`src/rtl/fpu_elastic_rt_buf.sv`:
```
// In-order elastic return buffer for FPU result/operand paths.
// A producer reserves a slot with in_en. The data for that slot arrives on d_in
// DATA_LAT cycles later, tagged internally by a delayed copy of the slot index.
// The consumer drains entries strictly in reservation order.
// If the arriving data belongs to the head slot and the consumer is ready, the
// data bypasses storage in the same cycle.
// Handshake: do_ = 1 means d_out is valid AND taken this cycle. A reserve is
// accepted only when a slot is free. pause is advisory back-pressure that keeps
// a compliant producer from reaching the drop case.
module fpu_elastic_rt_buf #(
   parameter int WIDTH       = 32,
   parameter int DEPTH       = 4,
   parameter int DATA_LAT    = 2,
   parameter int PAUSE_SLACK = 2
) (
   input  logic                         clk,
   input  logic                         rst,
   input  logic                         in_en,
   input  logic [WIDTH-1:0]             d_in,
   output logic                         pause,
   input  logic                         flush,
   input  logic                         dout_en,
   output logic [WIDTH-1:0]             d_out,
   output logic                         do_,
   output logic [$clog2(DEPTH+1)-1:0]   occ,
   output logic                         err_ovf
);

   localparam int PW = $clog2(DEPTH);
   localparam int OW = $clog2(DEPTH+1);
   localparam logic [OW-1:0] DEPTH_O = OW'(DEPTH);
   localparam logic [OW-1:0] SLACK_O = OW'(PAUSE_SLACK);

   logic [PW-1:0]    head;
   logic [PW-1:0]    tail;
   logic [DEPTH-1:0] rsv;
   logic [DEPTH-1:0] vld;
   logic [WIDTH-1:0] mem [DEPTH];
   logic [OW-1:0]    free_cnt;
   logic             reserve;
   logic             arr_v;
   logic [PW-1:0]    arr_idx;
   logic             bypass;
   logic             drain;
   logic             arr_write;

   assign free_cnt = DEPTH_O - occ;
   // Full is decided by occupancy, never by pointer equality.
   assign reserve  = in_en && (occ != DEPTH_O) && !flush;

   generate
      if (DATA_LAT == 0) begin : g_nolat
         // The data arrives together with its request. Equal pointers on an
         // accepted reserve can only mean the buffer is empty, so the new
         // slot is the head slot.
         assign arr_v   = reserve;
         assign arr_idx = tail;
         assign bypass  = arr_v && (arr_idx == head);
      end else begin : g_lat
         logic [DATA_LAT-1:0] pv;
         logic [PW-1:0]       pidx [DATA_LAT];

         assign arr_v   = pv[DATA_LAT-1];
         assign arr_idx = pidx[DATA_LAT-1];
         assign bypass  = arr_v && (arr_idx == head) && rsv[head];

         // Request pipe: carries {valid, slot index} to meet the late data.
         always_ff @(posedge clk or negedge rst) begin
            if (!rst) begin
               pv <= '0;
               for (int i = 0; i < DATA_LAT; i++) pidx[i] <= '0;
            end else if (flush) begin
               pv <= '0;
            end else begin
               pv[0]   <= reserve;
               pidx[0] <= tail;
               for (int i = 1; i < DATA_LAT; i++) begin
                  pv[i]   <= pv[i-1];
                  pidx[i] <= pidx[i-1];
               end
            end
         end
      end
   endgenerate

   assign drain     = !flush && dout_en && (bypass || vld[head]);
   // The write is skipped only when bypassed data is consumed on the spot.
   assign arr_write = arr_v && !flush && !(bypass && drain);
   assign do_       = drain;
   // An empty head reads as zero, so stale storage never shows up on d_out.
   assign d_out     = bypass ? d_in : (vld[head] ? mem[head] : '0);
   assign pause     = (free_cnt <= SLACK_O) && !(dout_en && (occ != '0));

   // Slot state, pointers and occupancy. A drain at a slot overrides any
   // write or reserve to the same slot in the same cycle.
   always_ff @(posedge clk or negedge rst) begin
      if (!rst) begin
         head <= '0;
         tail <= '0;
         rsv  <= '0;
         vld  <= '0;
         occ  <= '0;
      end else if (flush) begin
         head <= '0;
         tail <= '0;
         rsv  <= '0;
         vld  <= '0;
         occ  <= '0;
      end else begin
         if (reserve) begin
            rsv[tail] <= 1'b1;
            tail      <= tail + PW'(1);
         end
         if (arr_write) begin
            rsv[arr_idx] <= 1'b0;
            vld[arr_idx] <= 1'b1;
         end
         if (drain) begin
            rsv[head] <= 1'b0;
            vld[head] <= 1'b0;
            head      <= head + PW'(1);
         end
         occ <= occ + OW'(reserve) - OW'(drain);
      end
   end

   // Payload storage. No reset is needed because d_out is gated by vld.
   always_ff @(posedge clk) begin
      if (arr_write) mem[arr_idx] <= d_in;
   end

   // Sticky overflow flag. Only reset clears it.
   always_ff @(posedge clk or negedge rst) begin
      if (!rst) begin
         err_ovf <= 1'b0;
      end else if (in_en && !flush && (occ == DEPTH_O)) begin
         err_ovf <= 1'b1;
      end
   end

endmodule
```
`config.mk`:
```
export PLATFORM = sky130hd
export DESIGN_NAME = fpu_elastic_rt_buf
export DESIGN_NICKNAME = d
export VERILOG_FILES = /design/src/rtl/fpu_elastic_rt_buf.sv
export SDC_FILE = /design/constraint.sdc
export NUM_CORES = 1
export LEC_CHECK = 0
export CORE_AREA = 2 2 110 112
export CTS_CLUSTER_DIAMETER = 40
export DETAILED_ROUTE_END_ITERATION = 7
export DIE_AREA = 0 0 112 114
export PLACE_DENSITY = 0.79
export SLEW_MARGIN = 5
export SYNTH_ARGS = -nofsm -noshare
export SYNTH_HDL_FRONTEND = slang
export SYNTH_SLANG_ARGS = --single-unit
```
`constraint.sdc`:
```
create_clock -name clk -period 5.48 [get_ports clk]
set_input_delay 0.548 -clock clk [delete_from_list [all_inputs] [get_ports clk]]
set_output_delay 0.548 -clock clk [all_outputs]
set_load 0.005 [all_outputs]
```
# == Word level (Yosys, flattened, before mapping) ==
# Memory sizes are Yosys's and may differ from the RTL's.
# Index checks and enable logic that the tools add are counted.
# classes
shift,0
reduce_logical,23
muxes,30
n_lt_le_gt_ge,7
multipliers,0
n_eq_ne,3
div,0
add_sub_neg,5
bitwise_logic,7
# op_table
op,count
32-bit 2-to-1 mux,2
4-bit 2-to-1 mux,10
1-bit logical AND,16
4-bit bitwise AND,3
2-bit 2-to-1 mux,5
"2-bit by 3-bit < comparator with 1-bit output, second input constant",3
4-bit inverter,2
4-bit bitwise OR,2
1-bit 2-to-1 mux,7
1-bit demux with 2-bit select,3
"2-bit by 1-bit greater-or-equal comparator with 1-bit output, second input constant",3
"2-bit by 1-bit adder with 2-bit output, second input constant",2
1-bit binary-select mux with 2-bit select,2
2-bit nonzero test,2
3-bit by 1-bit adder with 3-bit output,1
"3-bit == test, second input constant",1
"3-bit by 2-bit <= comparator with 1-bit output, second input constant",1
1-bit zero test,3
3-bit 2-to-1 mux,1
"3-bit inequality test, second input constant",1
3-bit nonzero test,1
3-bit by 1-bit subtractor with 3-bit output,1
"3-bit subtractor, first input constant",1
2-bit == test,1
1-bit logical OR,1
# word_totals
latch_bits,0
reg_bits,22
ramBits,128
input_bits,37
out_inout_bits,38
wordCells,85
mem_bits_ro,0
n_memories,1
# memory_table
memory,depth,width,rd,rd_ports_with_merged_regs,wr,line_no,rtl
mem,4,32,1,0,1,38,logic [WIDTH-1:0] mem [DEPTH];

# == Logic depth before layout (Yosys ltp) ==
# Gate-level depths: netlist (run 1).
# logic_depth
depth_word,13
mapped_depth,14
depth_no_buf,13

# == Worst setup path after synthesis (run 1) ==
# Ideal clock, no wire load.
# synth_path
kind,reg2reg
start,register head[1]
end,memory mem[2][0] (enable)
setup_slack_ps,1150
required_time_ps,5003
period_less_slack_ps,4330
path_stages_with_launch,8
setup_ps,477
t_arrival_ps,3853
n_path_buf,3
cell_sequence,dfrtp_1 -> buf_2 -> nor2_1 -> o2bb2ai_1 -> and3_1 -> buf_2 -> buf_2 -> a211oi_1
# synth_between
elab_chain_len,10
word_cells_on_any_way,14
classes_between,eq/ne: 1; mux: 6; reduce/logical: 7
# synth_lines
item,line_no,rtl
start: declaration,34,logic [PW-1:0] head;
start signal: assignment,121,head <= head + PW'(1);
1-bit binary-select mux with 2-bit select / 2-bit == test (equally long branches),65,assign bypass = arr_v && (arr_idx == head) && rsv[head];
1-bit 2-to-1 mux (implied by the code) / 1-bit logical AND (equally long branches),65,
1-bit logical AND,65,
1-bit logical OR,86,assign drain = !flush && dout_en && (bypass || vld[head]);
1-bit logical AND,86,
1-bit logical AND (*),88,assign arr_write = arr_v && !flush && !(bypass && drain);
1-bit zero test (*),88,
1-bit logical AND (*),88,
1-bit 2-to-1 mux (*),129,if (arr_write) mem[arr_idx] <= d_in;
1-bit 2-to-1 mux (implied by the code) (*),129,
end: declaration,38,
# Every way passes the cells marked *; elsewhere a longest branch is shown, timed or not. The select of a mux whose other input is x is not followed.

# == Worst setup path in the final report (run 1) ==
# layout_path
start,register head[1]
end,output port d_out[2]
# layout_between
elab_chain_len,4
word_cells_on_any_way,10
classes_between,eq/ne: 1; mux: 6; reduce/logical: 2; memory: 1
# layout_lines
item,line_no,rtl
1-bit binary-select mux with 2-bit select (tied with other cells),91,assign d_out = bypass ? d_in : (vld[head] ? mem[head] : '0);
1-bit 2-to-1 mux (implied by the code) (tied with other cells),91,
32-bit 2-to-1 mux / 1-bit logical AND (equally long branches),"91, 65",
32-bit 2-to-1 mux (*),91,
end: declaration,23,"output logic [WIDTH-1:0] d_out,"
# Marked as above.

==> summary.txt, run 1 <==
CTS root buffer - clkbuf_16
Slew headroom - 27.69%
Final min period - 4262 ps
Layout fillers - 804
GRT Util Overall - 20.56%
Mapped Nets - 444
Post-Syn Instances - 392
later-pin clock latency in the skew report - 420 ps
CTS buffer count - 17
vias in the first global route - 3725
R2R Setup Slk - 1620 ps
ys async rst share - 14.67%
fin util - 67.32%
TritonRoute pass-1 iters - 4
Final Setup Violations - 0
most common library cells after synthesis - 128 x edfxtp_1, 70 x nand2_1, 33 x mux4_2, 33 x o21ai_1, 22 x dfrtp_1
cell area after synthesis - 0.006344 mm2
fin crit share - 77.77%
CTS clock-pin slew for the worst setup and hold paths - 60 ps
most common cell in the netlist - edfxtp_1
# hold bufs at CTS - 0
FF-to-FF End - occ[2]
largest net degree at the start of global routing - 57
Hold WS - 460.3 ps
path category of the worst min-delay check - register to register
xor/xnor share of the synthesized area - 0.5523%
syn avg cell area - 16.18 um2
Synth Register Bits - 150
Avg WL per Cell - 19.32 um
top cells by area, synth - edfxtp_1 61%, mux4_2 12%, dfrtp_1 8.7%
power per cell area - 333.9 mW/mm2
status - completed
WP data required - 4930 ps
CTS Buffer Depth - 2
Antenna Cells - 0
wirelength, routed - 12230 um
routed via count - 3536
GPL Wtd Cong - 0.7346
Seq/Total Area, Yosys - 69.27%
layout cells sized above 1 - 18.93%
CTS tree - built
die area - 0.01277 mm2
Worst Max-Slew Pin Slew - 1085 ps
Worst Path Arrival - 3710 ps
non-filler cells, final - 633
CP Capture Point - d_out[2]
drt initial violations - 253
Via density - 5.586
Primary FF master, synth - edfxtp_1
post-synth cell types - 34
post-synthesis mux area share - 12.41%
row count - 40
first-pass GRT wire length - 19500 um
compound-cell area share of the yosys netlist - 5.897%
Residual DRC - 0
RR Startpoint - head[0]
Max Slew Vio Count - 0
Post-synth EDFFs - 128
Setup CP Type - register to output pin
clk_skew - 8.657 ps
Startpoint Class - register
Starting Density - 54.17%
crit end category - output pin
largest family of logic cells by synthesized area - multiplexers
CP max FO - 56
R2R depth - 11
Final Hold Vio Count - 0
Peak VDD IR - 0.0001919 V
Cells after DPL - 601
Area growth syn-to-layout - 24.28%
Post-CTS Setup Inserts - 0
IO Pins - 75
antenna-violating nets left - 0
CP startpoint - head[1]
Overflow after GRT - 0
Syn. warnings - 0
Layout Nets - 525
IO buf count - 74
RSZ-0062 raised after global routing - no
Place WS - 1582 ps
Post-DP HPWL - 7700 um
area share of fa/ha/maj cells after synthesis - 3.077%
Post-CTS Resized - 0
# Max-Cap Violations - 0
Peak Freq - 0.2346 GHz
Post-Synth Simple-Gate Area - 6.469%
height of the die - 114 um
Sink Count - 150
setup TNS - 0 ps
cell taking the most area after synthesis - edfxtp_1
initial antenna violation count - 0
H-tree levels - 4
setup ws final - 1218 ps
die span in x - 112 um
core area - 0.01171 mm2
area share of the largest cell type after synthesis - 60.59%
Static Leak - 2.613 nW
==> layout make-up <==
class                      instances  area, um2  area share, %
clock buffer                      26      521.8          6.618
clock inverter                     6      63.81         0.8094
inverter                          13      48.80         0.6189
multi-input combinational        207       1853          23.50
sequential                       150       4397          55.77
tap                              147      183.9          2.333
timing repair buffer              84      815.8          10.35
==> sequential cells by signal (all words and copies together), names as in the netlist <==
name,count
tail,2
arr_idx,2
g_lat.pidx,2
occ,3
err_ovf,1
vld,4
mem,128
head,2
g_lat.pv,2
rsv,4
==> worst min path at each step <==
stage | slack [ps] | cells after the start | startpoint | to
after floorplan | 250 | 0 | rst | arr_idx[0]
after global placement | 450 | 1 | g_lat.pv[0] | g_lat.pv[1]
after detailed placement | 450 | 1 | g_lat.pv[0] | g_lat.pv[1]
after CTS | 460 | 1 | g_lat.pv[0] | g_lat.pv[1]
after global routing | 490 | 1 | g_lat.pv[0] | g_lat.pv[1]
final | 460 | 1 | g_lat.pv[0] | g_lat.pv[1]
==> power breakdown <==
group,switching (mW),internal [mW],total (mW)
combinational,0.0973,0.113,0.210
clock,0.421,0.703,1.12
sequential,0.0255,1.27,1.30
==> per-stage QoR <==
| stage | area [um2] | power, mW |
|---|---|---|
| final | 7884 | 2.633 |
| after global routing | 7884 | 2.719 |
| after CTS | 7884 | 2.657 |
| after detailed placement | 7298 | 1.534 |
| after global placement | 7298 | 1.524 |
| after floorplan | 6344 | 1.419 |
==> cell usage in the layout (no fill, tap or decap), types with 3 or more instances in the layout <==
cell type | synthesis | layout
inv_1 | 13 | 13
nor2_1 | 8 | 8
o21ai_0 | 4 | 4
dfrtp_1 | 22 | 20
xnor2_1 | 3 | 3
mux4_2 | 33 | 33
nand2_1 | 70 | 70
clkdlybuf4s50_1 | 0 | 74
nor2b_1 | 3 | 3
clkbuf_1 | 10 | 5
nor3b_2 | 4 | 4
edfxtp_1 | 128 | 128
mux2_2 | 3 | 3
o21ai_1 | 33 | 33
ha_1 | 14 | 14
buf_4 | 0 | 10
o21a_1 | 4 | 4
a21oi_2 | 4 | 4
clkbuf_16 | 0 | 19
a21oi_1 | 6 | 6
==> layer usage <==
layer  part of all wire, %  up-vias  wire length [um]  global-route usage [%]
met3                   5.3       12               653                   5.632
met4                   1.2        0               150                   9.268
met2                    53      103              6504                   34.91
met1                    40     1782              4920                   24.94
met5                     0        -                 0                       0
li1                      -     1639                 -                       -
==> critical path, stage by stage (launching register included) <==
cell and delay (ps):
dfrtp_2 990, nand2_1 110, o2bb2ai_1 240, and3_2 930
buf_4 330, nand2_1 60, o21ai_1 80, clkdlybuf4s50_1 510
==> cells by family (layout without fill, tap and decap cells) <==
family                     after synthesis  in the layout
and+or+nand+nor                         92             92
buffers and inverters                   35            129
DFF                                    150            150
adders and majority gates               15             15
AOI/OAI and AO/OA                       59             59
muxes                                   37             37
xor gates and xnor gates                 4              4
No activity file was read; power rests on OpenSTA's default activity.
==> run 2, diff against run 1 <==
- clock period: 5.48 -> 4.5 ns (I/O delays scaled with it)
==> run 2 against run 1 <==
Critical path depth unchanged; largest power group unchanged; non-clock buffer count rose by 1; register-to-register slack worse by 410 ps; sequential cell count did not move; critical endpoint is now d_out[16]; total power rose by 25%; wire length about the same; count of clock-buffer cells in the layout down 8; hold slack got worse by 2.6 ps; cell count increased by 0.16%; clock skew rose by 1.8 ps; utilization grew 0.38 points.
==> summary.txt, run 2 (synthesized netlist as in run 1, its figures left out) <==
WP data required - 4050 ps (-880 ps)
CTS Buffer Depth - 2 (unchanged)
CTS clock-pin slew for the worst setup and hold paths - 50 ps (about the same)
height of the die - 114 um (unchanged)
Placed Area - 0.007318 mm2 (+0.27%)
Biggest register - mem
Largest register FFs - 128 (unchanged)
vias in the first global route - 3848 (+3.3%)
die area - 0.01277 mm2 (unchanged)
die span in x - 112 um (unchanged)
fin util - 67.70% (+0.38 points)
crit end category - output pin
IO Pins - 75 (unchanged)
largest net degree at the start of global routing - 50 (-12%)
R2R depth - 5 (-6)
IO buf count - 74 (unchanged)
Residual DRC - 0 (unchanged)
GPL Wtd Cong - 0.7504 (+2.2%)
drt initial violations - 212 (-16%)
row count - 40 (unchanged)
most frequent cells in the layout - 128 x edfxtp_1, 74 x clkdlybuf4s50_1, 70 x nand2_1
design area - 0.007929 mm2 (+0.57%)
routed via count - 3564 (+0.79%)
Worst Max-Slew Pin Slew - 1054 ps (-30.83 ps)
fin crit share - 82.57%
Via density - 5.621 (+0.63%)
Worst Path Arrival - 3270 ps (-440 ps)
CTS buffer count - 17 (unchanged)
CP Cell Sequence - nor2_1 > o21ai_1 > and3_2 > buf_4 > nand2_1 > o21ai_1 > clkdlybuf4s50_1
CP max FO - 49 (-13%)
critical path's slowest cell - and3_2
hold path depth - 1 (unchanged)
R2R Setup Slk - 1210 ps (-410 ps)
worst hold endpoint - g_lat.pv[1]
Peak Freq - 0.2691 GHz
Hold WS - 457.8 ps (-2.586 ps)
Final min period - 3716 ps
Post-CTS Resized - 0 (unchanged)
setup TNS - 0 ps (unchanged)
FF-to-FF End - mem[2][17]
Final Hold Vio Count - 0 (unchanged)
path category of the worst min-delay check - register to register
# hold bufs at CTS - 0 (unchanged)
Max Slew Vio Count - 0 (unchanged)
Antenna Cells - 0 (unchanged)
later-pin clock latency in the skew report - 420 ps (about the same)
Setup CP Type - register to output pin
core area - 0.01171 mm2 (unchanged)
power per cell area - 414.3 mW/mm2 (+24%)
most common library cell in the layout ignoring fill and taps - edfxtp_1
Final Setup Violations - 0 (unchanged)
Startpoint Class - register
Starting Density - 54.17% (unchanged)
antenna-violating nets left - 0 (unchanged)
Peak VDD IR - 0.0003136 V (+63%)
layout cells sized above 1 - 19.30% (+0.37 points)
CTS tree - built
GRT Util Overall - 20.59% (+0.031 points)
first-pass GRT wire length - 19560 um (+0.32%)
status - completed
Static Leak - 2.640 nW (+1.0%)
largest registers - mem (128), rsv (4), vld (4)
Sink Count - 150 (unchanged)
CTS root buffer - clkbuf_16
clk_skew - 10.44 ps (+1.779 ps)
Avg WL per Cell - 19.29 um (-0.15%)
Most Frequent Cell on Critical Path - o21ai_1
TritonRoute pass-1 iters - 4 (unchanged)
Area growth syn-to-layout - 24.99%
Overflow after GRT - 0 (unchanged)
H-tree levels - 4 (unchanged)
RSZ-0062 raised after global routing - no
Worst path max stage delay - 840 ps (-150 ps)
initial antenna violation count - 0 (unchanged)
# Max-Cap Violations - 0 (unchanged)
Hold Crit Start - g_lat.pv[0]
Layout Nets - 526 (+0.19%)
RR Startpoint - head[1]
Post-DP HPWL - 7277 um (-5.5%)
Post-CTS Setup Inserts - 0 (unchanged)
Slew headroom - 29.52% (+1.8 points)
wirelength, routed - 12230 um (about the same)
-- run 2: changes by cell type in the layout (fill, tap and decap cells not counted), moves of 2 or more --
cell        change
clkbuf_1        -4
bufinv_16       +3
clkinv_1        +3
clkbuf_16       -2
clkbuf_8        -2
clkinv_4        +2
clkinvlp_4      -2
-- run 2: cell type report --
class	instances	area, um2
well taps	147	183.9
fillers	816	3782
clock inverters	14	181.4
inverters	13	48.80
clock buffers	18	429.2
flip-flops and latches	150	4397
repair buffers	85	835.8
multi-input cells	207	1853
-- run 2: worst max-delay path: cells and delay by family, from the launching register on --
family                 cells  cell delay [ps]
and+or+nand+nor            3             1010
AOI/OAI and AO/OA          2              300
DFF                        1              700
buffers and inverters      2              830
-- run 2: worst max-delay path by stage --
stage | cells past startpoint | slack (ps) | to | startpoint
2_1_floorplan | 7 | 170 | mem[2][0] | head[1]
3_3_place_gp | 5 | 1200 | mem[2][5] | head[1]
3_5_place_dp | 5 | 1150 | mem[2][5] | head[1]
4_1_cts | 7 | 720 | d_out[16] | head[1]
5_1_grt | 7 | 530 | d_out[12] | head[1]
6_report | 7 | 780 | d_out[16] | head[1]
-- run 2: layer usage --
layer,vias to the layer above,global-route usage [%],part of all wire (%)
met2,102,34.83,53
met1,1804,25.12,40
li1,1644,-,-
met3,14,6.111,6.3
met5,-,0,0
met4,0,8.537,1.1
-- run 2: power by group --
part	switching [mW]	internal, mW	total, mW
combinational	0.123	0.138	0.262
clock	0.526	0.923	1.45
sequential	0.0253	1.55	1.57
total	0.675	2.61	3.29
-- run 2: per-stage QoR --
step | setup slack, ps | std cells | power (mW)
2_1_floorplan | 169.7 | 392 | 1.728
3_3_place_gp | 1198 | 602 | 1.855
3_5_place_dp | 1150 | 602 | 1.865
4_1_cts | 723.2 | 634 | 3.310
5_1_grt | 527.1 | 634 | 3.401
6_report | 784.3 | 634 | 3.285
